**src/rtl/alu_nbit_seq_pkg.sv**
```systemverilog
// rtl/alu_nbit_seq_pkg.sv - opcodes and FSM state encoding for the sequential N-bit ALU
// Purpose: shared op-code constants and controller state type.
// Ports: none (package).
package alu_nbit_seq_pkg;

  localparam logic [2:0] OP_AND  = 3'b000;
  localparam logic [2:0] OP_OR   = 3'b001;
  localparam logic [2:0] OP_ADD  = 3'b010;
  localparam logic [2:0] OP_NAND = 3'b011;
  localparam logic [2:0] OP_NOR  = 3'b100;
  localparam logic [2:0] OP_MUL  = 3'b101;
  localparam logic [2:0] OP_SUB  = 3'b110;
  localparam logic [2:0] OP_SLT  = 3'b111;

  typedef enum logic [1:0] {
    IDLE = 2'd0,
    MUL  = 2'd1,
    DONE = 2'd2
  } state_t;

endpackage

```
**src/rtl/alu_nbit_seq_if.sv**
```systemverilog
// rtl/alu_nbit_seq_if.sv - operand/result handshake bundle for the sequential ALU
// Purpose: groups the request (a/b/op) and response (result/flags) handshakes.
// Ports (signals): in_valid/in_ready/a/b/op request side; out_valid/out_ready/result/zero/carry/overflow response side.
// master = operand producer and result consumer; slave = the ALU.
interface alu_nbit_seq_if #(
  parameter int WIDTH = 8
);

  logic             in_valid;
  logic             in_ready;
  logic [WIDTH-1:0] a;
  logic [WIDTH-1:0] b;
  logic [2:0]       op;
  logic             out_valid;
  logic             out_ready;
  logic [WIDTH-1:0] result;
  logic             zero;
  logic             carry;
  logic             overflow;

  modport master (
    output in_valid, a, b, op, out_ready,
    input  in_ready, out_valid, result, zero, carry, overflow
  );

  modport slave (
    input  in_valid, a, b, op, out_ready,
    output in_ready, out_valid, result, zero, carry, overflow
  );

endinterface

```
**src/rtl/alu_nbit_seq_core.sv**
```systemverilog
// rtl/alu_nbit_seq_core.sv - combinational WIDTH-bit logic/add/sub/slt unit
// Purpose: single-cycle AND/OR/NAND/NOR/ADD/SUB/SLT with carry and signed overflow.
// Ports: a, b (WIDTH) operands; op (3) opcode; result (WIDTH); carry; overflow.
// Opcode 101 is evaluated as ADD here; the multiplier lives in the top.
module alu_nbit_seq_core
  import alu_nbit_seq_pkg::*;
#(
  parameter int WIDTH = 8
) (
  input  logic [WIDTH-1:0] a,
  input  logic [WIDTH-1:0] b,
  input  logic [2:0]       op,
  output logic [WIDTH-1:0] result,
  output logic             carry,
  output logic             overflow
);

  logic             sub_mode;
  logic [WIDTH-1:0] b_eff;
  logic [WIDTH-1:0] low_sum;
  logic [WIDTH-1:0] sum;
  logic             c_msb;
  logic             c_out;
  logic             ovf;

  always_comb begin
    sub_mode = (op == OP_SUB) || (op == OP_SLT);
    // Subtraction is A + ~B + 1, so carry=1 means no borrow.
    b_eff    = sub_mode ? ~b : b;
    // Add the low WIDTH-1 bits separately to expose the carry into the MSB.
    low_sum  = {1'b0, a[WIDTH-2:0]} + {1'b0, b_eff[WIDTH-2:0]}
             + {{(WIDTH-1){1'b0}}, sub_mode};
    c_msb    = low_sum[WIDTH-1];
    {c_out, sum} = {1'b0, a} + {1'b0, b_eff} + {{WIDTH{1'b0}}, sub_mode};
    ovf      = c_msb ^ c_out;

    result   = '0;
    carry    = 1'b0;
    overflow = 1'b0;
    case (op)
      OP_AND:  result = a & b;
      OP_OR:   result = a | b;
      OP_NAND: result = ~(a & b);
      OP_NOR:  result = ~(a | b);
      OP_SLT: begin
        // Signed less-than: sign of the difference corrected by overflow.
        result   = {{(WIDTH-1){1'b0}}, sum[WIDTH-1] ^ ovf};
        carry    = c_out;
        overflow = ovf;
      end
      default: begin
        result   = sum;
        carry    = c_out;
        overflow = ovf;
      end
    endcase
  end

endmodule

```
**src/rtl/alu_nbit_seq.sv**
```systemverilog
// rtl/alu_nbit_seq.sv - N-bit ALU with valid/ready handshakes and shift-add multiply
// Purpose: registers single-cycle core results; runs an unsigned multi-cycle MUL.
// Ports: clk; rst (async, active-high); bus (alu_nbit_seq_if.slave): in_valid/in_ready/a/b/op,
//        out_valid/out_ready/result/zero/carry/overflow.
module alu_nbit_seq
  import alu_nbit_seq_pkg::*;
#(
  parameter int WIDTH  = 8,
  parameter bit MUL_EN = 1'b1
) (
  input logic          clk,
  input logic          rst,
  alu_nbit_seq_if.slave bus
);

  localparam int CW = $clog2(WIDTH + 1);

  state_t             state;
  logic [WIDTH-1:0]   result_q;
  logic               zero_q;
  logic               carry_q;
  logic               ovf_q;

  logic [2*WIDTH-1:0] acc;
  logic [2*WIDTH-1:0] mcand;
  logic [WIDTH-1:0]   mplier;
  logic [CW-1:0]      cnt;

  logic               accept;
  logic               is_mul;
  logic [2:0]         core_op;
  logic [WIDTH-1:0]   core_result;
  logic               core_carry;
  logic               core_ovf;
  logic [2*WIDTH-1:0] acc_nxt;
  logic               mul_last;

  assign bus.in_ready  = (state == IDLE) || ((state == DONE) && bus.out_ready);
  assign accept        = bus.in_valid && bus.in_ready;
  assign is_mul        = MUL_EN && (bus.op == OP_MUL);
  // With the multiplier disabled, opcode 101 falls back to ADD.
  assign core_op       = (bus.op == OP_MUL) ? OP_ADD : bus.op;

  assign acc_nxt       = acc + (mplier[0] ? mcand : '0);
  assign mul_last      = (cnt == CW'(WIDTH - 1));

  assign bus.out_valid = (state == DONE);
  assign bus.result    = result_q;
  assign bus.zero      = zero_q;
  assign bus.carry     = carry_q;
  assign bus.overflow  = ovf_q;

  alu_nbit_seq_core #(.WIDTH(WIDTH)) u_core (
    .a        (bus.a),
    .b        (bus.b),
    .op       (core_op),
    .result   (core_result),
    .carry    (core_carry),
    .overflow (core_ovf)
  );

  always_ff @(posedge clk or posedge rst) begin
    if (rst) begin
      state    <= IDLE;
      result_q <= '0;
      zero_q   <= 1'b0;
      carry_q  <= 1'b0;
      ovf_q    <= 1'b0;
      acc      <= '0;
      mcand    <= '0;
      mplier   <= '0;
      cnt      <= '0;
    end else begin
      case (state)
        MUL: begin
          // One multiplier bit per cycle, LSB first.
          acc    <= acc_nxt;
          mcand  <= mcand << 1;
          mplier <= mplier >> 1;
          cnt    <= cnt + CW'(1);
          if (mul_last) begin
            result_q <= acc_nxt[WIDTH-1:0];
            zero_q   <= (acc_nxt[WIDTH-1:0] == '0);
            carry_q  <= |acc_nxt[2*WIDTH-1:WIDTH];
            ovf_q    <= 1'b0;
            state    <= DONE;
          end
        end
        DONE: begin
          if (bus.out_ready) state <= IDLE;
        end
        default: state <= IDLE;
      endcase

      // A new transfer overrides the DONE->IDLE step so ops can stream back to back.
      if (accept) begin
        if (is_mul) begin
          acc    <= '0;
          mcand  <= {{WIDTH{1'b0}}, bus.a};
          mplier <= bus.b;
          cnt    <= '0;
          state  <= MUL;
        end else begin
          result_q <= core_result;
          zero_q   <= (core_result == '0);
          carry_q  <= core_carry;
          ovf_q    <= core_ovf;
          state    <= DONE;
        end
      end
    end
  end

endmodule

```
**src/flat_wrapper.sv**
```systemverilog
// flat-port wrapper written by rule: the top's interface ports become plain ports
module alu_nbit_seq_flat import alu_nbit_seq_pkg::*;
#(
  parameter int WIDTH  = 8,
  parameter bit MUL_EN = 1'b1
)
  (clk, rst, bus_in_valid, bus_a, bus_b, bus_op, bus_out_ready, bus_in_ready, bus_out_valid, bus_result, bus_zero, bus_carry, bus_overflow);
  alu_nbit_seq_if #(.WIDTH(WIDTH)) bus_i ();
  input logic clk;
  input logic rst;
  input wire logic [$bits(bus_i.in_valid)-1:0] bus_in_valid;
  input wire logic [$bits(bus_i.a)-1:0] bus_a;
  input wire logic [$bits(bus_i.b)-1:0] bus_b;
  input wire logic [$bits(bus_i.op)-1:0] bus_op;
  input wire logic [$bits(bus_i.out_ready)-1:0] bus_out_ready;
  output wire logic [$bits(bus_i.in_ready)-1:0] bus_in_ready;
  output wire logic [$bits(bus_i.out_valid)-1:0] bus_out_valid;
  output wire logic [$bits(bus_i.result)-1:0] bus_result;
  output wire logic [$bits(bus_i.zero)-1:0] bus_zero;
  output wire logic [$bits(bus_i.carry)-1:0] bus_carry;
  output wire logic [$bits(bus_i.overflow)-1:0] bus_overflow;
  assign bus_i.in_valid = bus_in_valid;
  assign bus_i.a = bus_a;
  assign bus_i.b = bus_b;
  assign bus_i.op = bus_op;
  assign bus_i.out_ready = bus_out_ready;
  assign bus_in_ready = bus_i.in_ready;
  assign bus_out_valid = bus_i.out_valid;
  assign bus_result = bus_i.result;
  assign bus_zero = bus_i.zero;
  assign bus_carry = bus_i.carry;
  assign bus_overflow = bus_i.overflow;
  alu_nbit_seq #(.WIDTH(WIDTH), .MUL_EN(MUL_EN)) u_core (.clk(clk), .rst(rst), .bus(bus_i));
endmodule
```
**config.mk**
```make
export PLATFORM = sky130hd
export DESIGN_NAME = alu_nbit_seq_flat
export DESIGN_NICKNAME = d
export VERILOG_FILES = /design/src/rtl/alu_nbit_seq_pkg.sv /design/src/rtl/alu_nbit_seq_if.sv /design/src/rtl/alu_nbit_seq_core.sv /design/src/rtl/alu_nbit_seq.sv /design/src/flat_wrapper.sv
export SDC_FILE = /design/constraint.sdc
export NUM_CORES = 1
export LEC_CHECK = 0
export ABC_CLOCK_PERIOD_IN_PS = 3900
export BUFFER_PORTS_ARGS = -buffer_cell sky130_fd_sc_hd__buf_2
export CORE_MARGIN = 1
export CORE_UTILIZATION = 60
export DETAILED_ROUTE_END_ITERATION = 10
export PLACE_DENSITY = 0.8
export SLEW_MARGIN = 20
export SYNTH_ARGS = -nofsm -noshare
export SYNTH_HDL_FRONTEND = slang
export SYNTH_SLANG_ARGS = --single-unit
```
**constraint.sdc**
```tcl
create_clock -name clk -period 3.9 [get_ports clk]
set_clock_uncertainty 0.05 [all_clocks]
set_input_delay 0.195 -clock clk [delete_from_list [all_inputs] [get_ports clk]]
set_output_delay 0.195 -clock clk [all_outputs]
set_load 0.01 [all_outputs]
```
==> run summary <==
The library cell used most frequently in the layout, excluding fill and tap cells, is sky130_fd_sc_hd__nand2_1. Timing analysis after detailed placement gives a worst setup slack of roughly 650 ps. The area of the mapped netlist is around 4600 um^2. The worst slew slack as a fraction of its limit is between 30% and 40%. The maximum fanout count along the critical path is 17.

During I/O placement, the number of pins put on the boundary was 36. The clock insertion delay at the later pin of the skew report came out at about 340 ps. Using the TritonRoute via totals, the vias-per-cell ratio works out to 6.26.

The data arrival time of the worst path is 3360 ps. The layout net count is around 630. For this run, the number of Yosys warnings is 0. The count of instances resized after the clock tree is built is 0.

The clock passes through at most 2 buffers. The share of synthesized area occupied by flip-flops and latches is between 30% and 40%. The detailed-route via count is around 4300. The setup TNS after final layout is 0 ps. Entering global routing, the biggest net connects between 60 and 70 pins. After synthesis, the netlist uses 79 different library cells. The number of antenna violations at the first check in global routing is 0. The number of nets handed over by synthesis was ~610.

The utilization after layout came out at between 60 and 70%. Setup repair after global routing left no endpoint under its margin. The CTS tree is done.

The minimum clock period after layout came out at approximately 3200 ps. The fraction of final layout cells sized beyond drive strength 1 came out at a little over an eighth. The critical path is of the reg2reg type. The total of fill cells in the finished design is 660. The routed design has between 10 and 15 mm of wire.

The TritonCTS buffer count is 9. In this run, synthesis inferred 0 flip-flops with an integrated enable. The initial DRC count came out at 300. The number of cells produced by synthesis came out at 558. The global-route wire length before repair came out at 18.9 mm. The data required time at the worst endpoint came out at roughly 4100 ps. The first-pass iteration count of the detailed router came out at 7. The cell chosen for the clock root is sky130_fd_sc_hd__clkbuf_8. At the pin with the least slew margin, the transition time is 976 ps. The final max-slew violation count is 0.

The least setup slack across all paths after layout came out at between 700 and 800 ps. The clock-pin slew reported for the worst setup and hold paths after clock tree synthesis is 60 ps. The global routing usage summed across all routing layers came out at between 30% and 40%. The total leakage power came out at 2.17 nW. The maximum operating frequency is 0.313 GHz. The count of antenna-violating nets left after detailed routing came out at 0. The H-tree was split into 3 levels.

The die is between 80 and 90 um tall. The via count of the first global-routing pass is roughly 4000. The area added between synthesis and finish came out at 9.22%. The detailed-route DRC error count came out at 0. The die covers 7960 um^2.

The run finished with clean final reports. The starting utilization of the core area is a little over three fifths. The final weighted congestion of routability-driven global placement is just over 0.9. The cell row count came out at 31. The async set or reset register ratio after synthesis came out at 100%. In the layout the commonest cells are 97 x sky130_fd_sc_hd__nand2_1, 57 x sky130_fd_sc_hd__dfrtp_1, 40 x sky130_fd_sc_hd__a21oi_1, 39 x sky130_fd_sc_hd__o21ai_0, 36 x sky130_fd_sc_hd__nor2_1. The flop and latch count out of synthesis is 57.

Counting every sink on the clock net gives 57. The worst setup path is launched from a register. The final count of hold timing violations is 0. Power spread over the standard cell area amounts to roughly 600 nW/um^2. After detailed routing, the average wire length per cell comes to approximately 17 um.

The final count of negative-setup-slack endpoints came out at 0. For this run, the leading register cell type out of synthesis is sky130_fd_sc_hd__dfrtp_1. The worst path uses between 80% and 90% of the clock period. The core region is 7290 um^2. The max-cap check violation count is 0. IR analysis of the VDD net gives a maximum drop of about 360 uV. The horizontal die dimension is 89.2 um. The average size of a mapped cell came out at 8.18 um^2. The quantity of I/O buffers inserted on ports is 35. The critical path capture point type is a register. The class of the worst hold path is in2reg. The repair_antennas step left the layout with diodes totalling 0. The HPWL after detailed placement came out at ~8.9 mm.

Summed over all layers, the global routing overflow is 0.
-- synth_stat cells (4+ instances only) --
cell,count,area share [%]
sky130_fd_sc_hd__o21ai_0,39,4.3
sky130_fd_sc_hd__nor2b_1,9,1.2
sky130_fd_sc_hd__nand3_1,13,1.4
sky130_fd_sc_hd__mux2i_1,16,3.5
sky130_fd_sc_hd__inv_1,16,1.3
sky130_fd_sc_hd__ha_1,25,6.9
sky130_fd_sc_hd__xor2_1,5,0.96
sky130_fd_sc_hd__dfrtp_1,57,31
sky130_fd_sc_hd__nor2_1,36,3.0
sky130_fd_sc_hd__o31ai_1,7,1.2
sky130_fd_sc_hd__and2_1,17,2.3
sky130_fd_sc_hd__o21ai_1,4,0.44
sky130_fd_sc_hd__o311ai_1,4,0.77
sky130_fd_sc_hd__a211oi_1,11,1.8
sky130_fd_sc_hd__a21oi_1,40,4.4
sky130_fd_sc_hd__o21a_1,7,1.2
sky130_fd_sc_hd__nor3_1,14,1.5
sky130_fd_sc_hd__nand4_1,5,0.69
sky130_fd_sc_hd__clkbuf_1,17,1.4
sky130_fd_sc_hd__a31oi_1,8,1.1
sky130_fd_sc_hd__buf_2,8,0.88
sky130_fd_sc_hd__xnor2_1,16,3.1
sky130_fd_sc_hd__nand2_1,97,8.0
-- layout make-up --
type / count / area [um^2] / share of cell area (%)
Inverter: 17 / 63.8 / 1.28
Sequential cell: 57 / 1430 / 28.6
Clock buffer: 13 / 169 / 3.39
Timing Repair Buffer: 42 / 230 / 4.62
Clock inverter: 2 / 12.5 / 0.251
Tap cell: 99 / 124 / 2.49
Multi-Input combinational cell: 455 / 2960 / 59.3
-- state kept, by name, indices dropped and copies added, names as in the netlist, 2 cells and up --
register and cells:
u_core.acc 16, u_core.bus.result 8, u_core.cnt 4, u_core.mcand 16, u_core.mplier 8, u_core.state 2
-- layer usage --
metal  share of wire, %  global-route usage (%)  routed length (um)
met1                 44                    40.8                5170
met2                 49                    52.3                5790
met3                5.5                    5.72                 656
met4                1.8                    10.7                 207
met5                  0                       0                   0
-- critical path: stages (launching register included) --
cell and delay (ps):
sky130_fd_sc_hd__dfrtp_1 560, sky130_fd_sc_hd__and2_1 240, sky130_fd_sc_hd__ha_1 230, sky130_fd_sc_hd__fa_1 440, sky130_fd_sc_hd__a21oi_1 300, sky130_fd_sc_hd__o2111ai_1 230
sky130_fd_sc_hd__a31o_2 270, sky130_fd_sc_hd__a21oi_1 190, sky130_fd_sc_hd__xnor2_1 140, sky130_fd_sc_hd__o41a_1 410
-- report_power, final --
part           switching (mW)  total [mW]  leakage, nW  internal (mW)
Sequential              0.177       0.994        0.723          0.817
Clock                   0.228       0.506       0.0915          0.278
Combinational           0.851        1.47         1.36          0.622
Total                    1.26        2.97         2.17           1.72
-- logic make-up (layout without fill, tap and decap cells) --
kind of cell | Yosys count | after routing | synth area share (%)
AND/OR/NAND/NOR | 221 | 221 | 23.6
AO/OA/AOI/OAI | 168 | 168 | 25.2
flip-flops | 57 | 57 | 31.3
buffers and inverters | 46 | 74 | 4.09
adder cells (fa/ha/maj) | 27 | 27 | 7.73
XOR/XNOR | 21 | 21 | 4.03
multiplexers | 18 | 18 | 4.00
-- through the flow --
stage          area (um^2)  instances  hold slack (ps)  total power, mW
2_1_floorplan         4560        558              262             2.08
3_3_place_gp          4790        669              172             2.40
3_5_place_dp          4790        669              176             2.45
4_1_cts               4980        685             95.2             2.97
5_1_grt               4980        685              122             3.20
6_report              4980        685             98.6             2.97
-- worst paths after layout --
check,startpoint,end,slack [ps],cells past startpoint
max in group asynchronous,rst,u_core.bus.result[2],2610,4
worst max register to register,u_core.mplier[0],u_core.bus.carry,710,9
min in group asynchronous,rst,u_core.mcand[15],360,3
worst min-delay path,bus_a[4],u_core.mcand[4],100,3
worst min register to register,u_core.acc[11],u_core.acc[11],480,2
worst max-delay path,u_core.mplier[0],u_core.bus.carry,710,9
-- what timing repair did --
action	CTS	global route
setup buffers	0	0
hold endpoints to repair	20	0
hold buffers	1	0
Power figures use the tool's default switching activity.
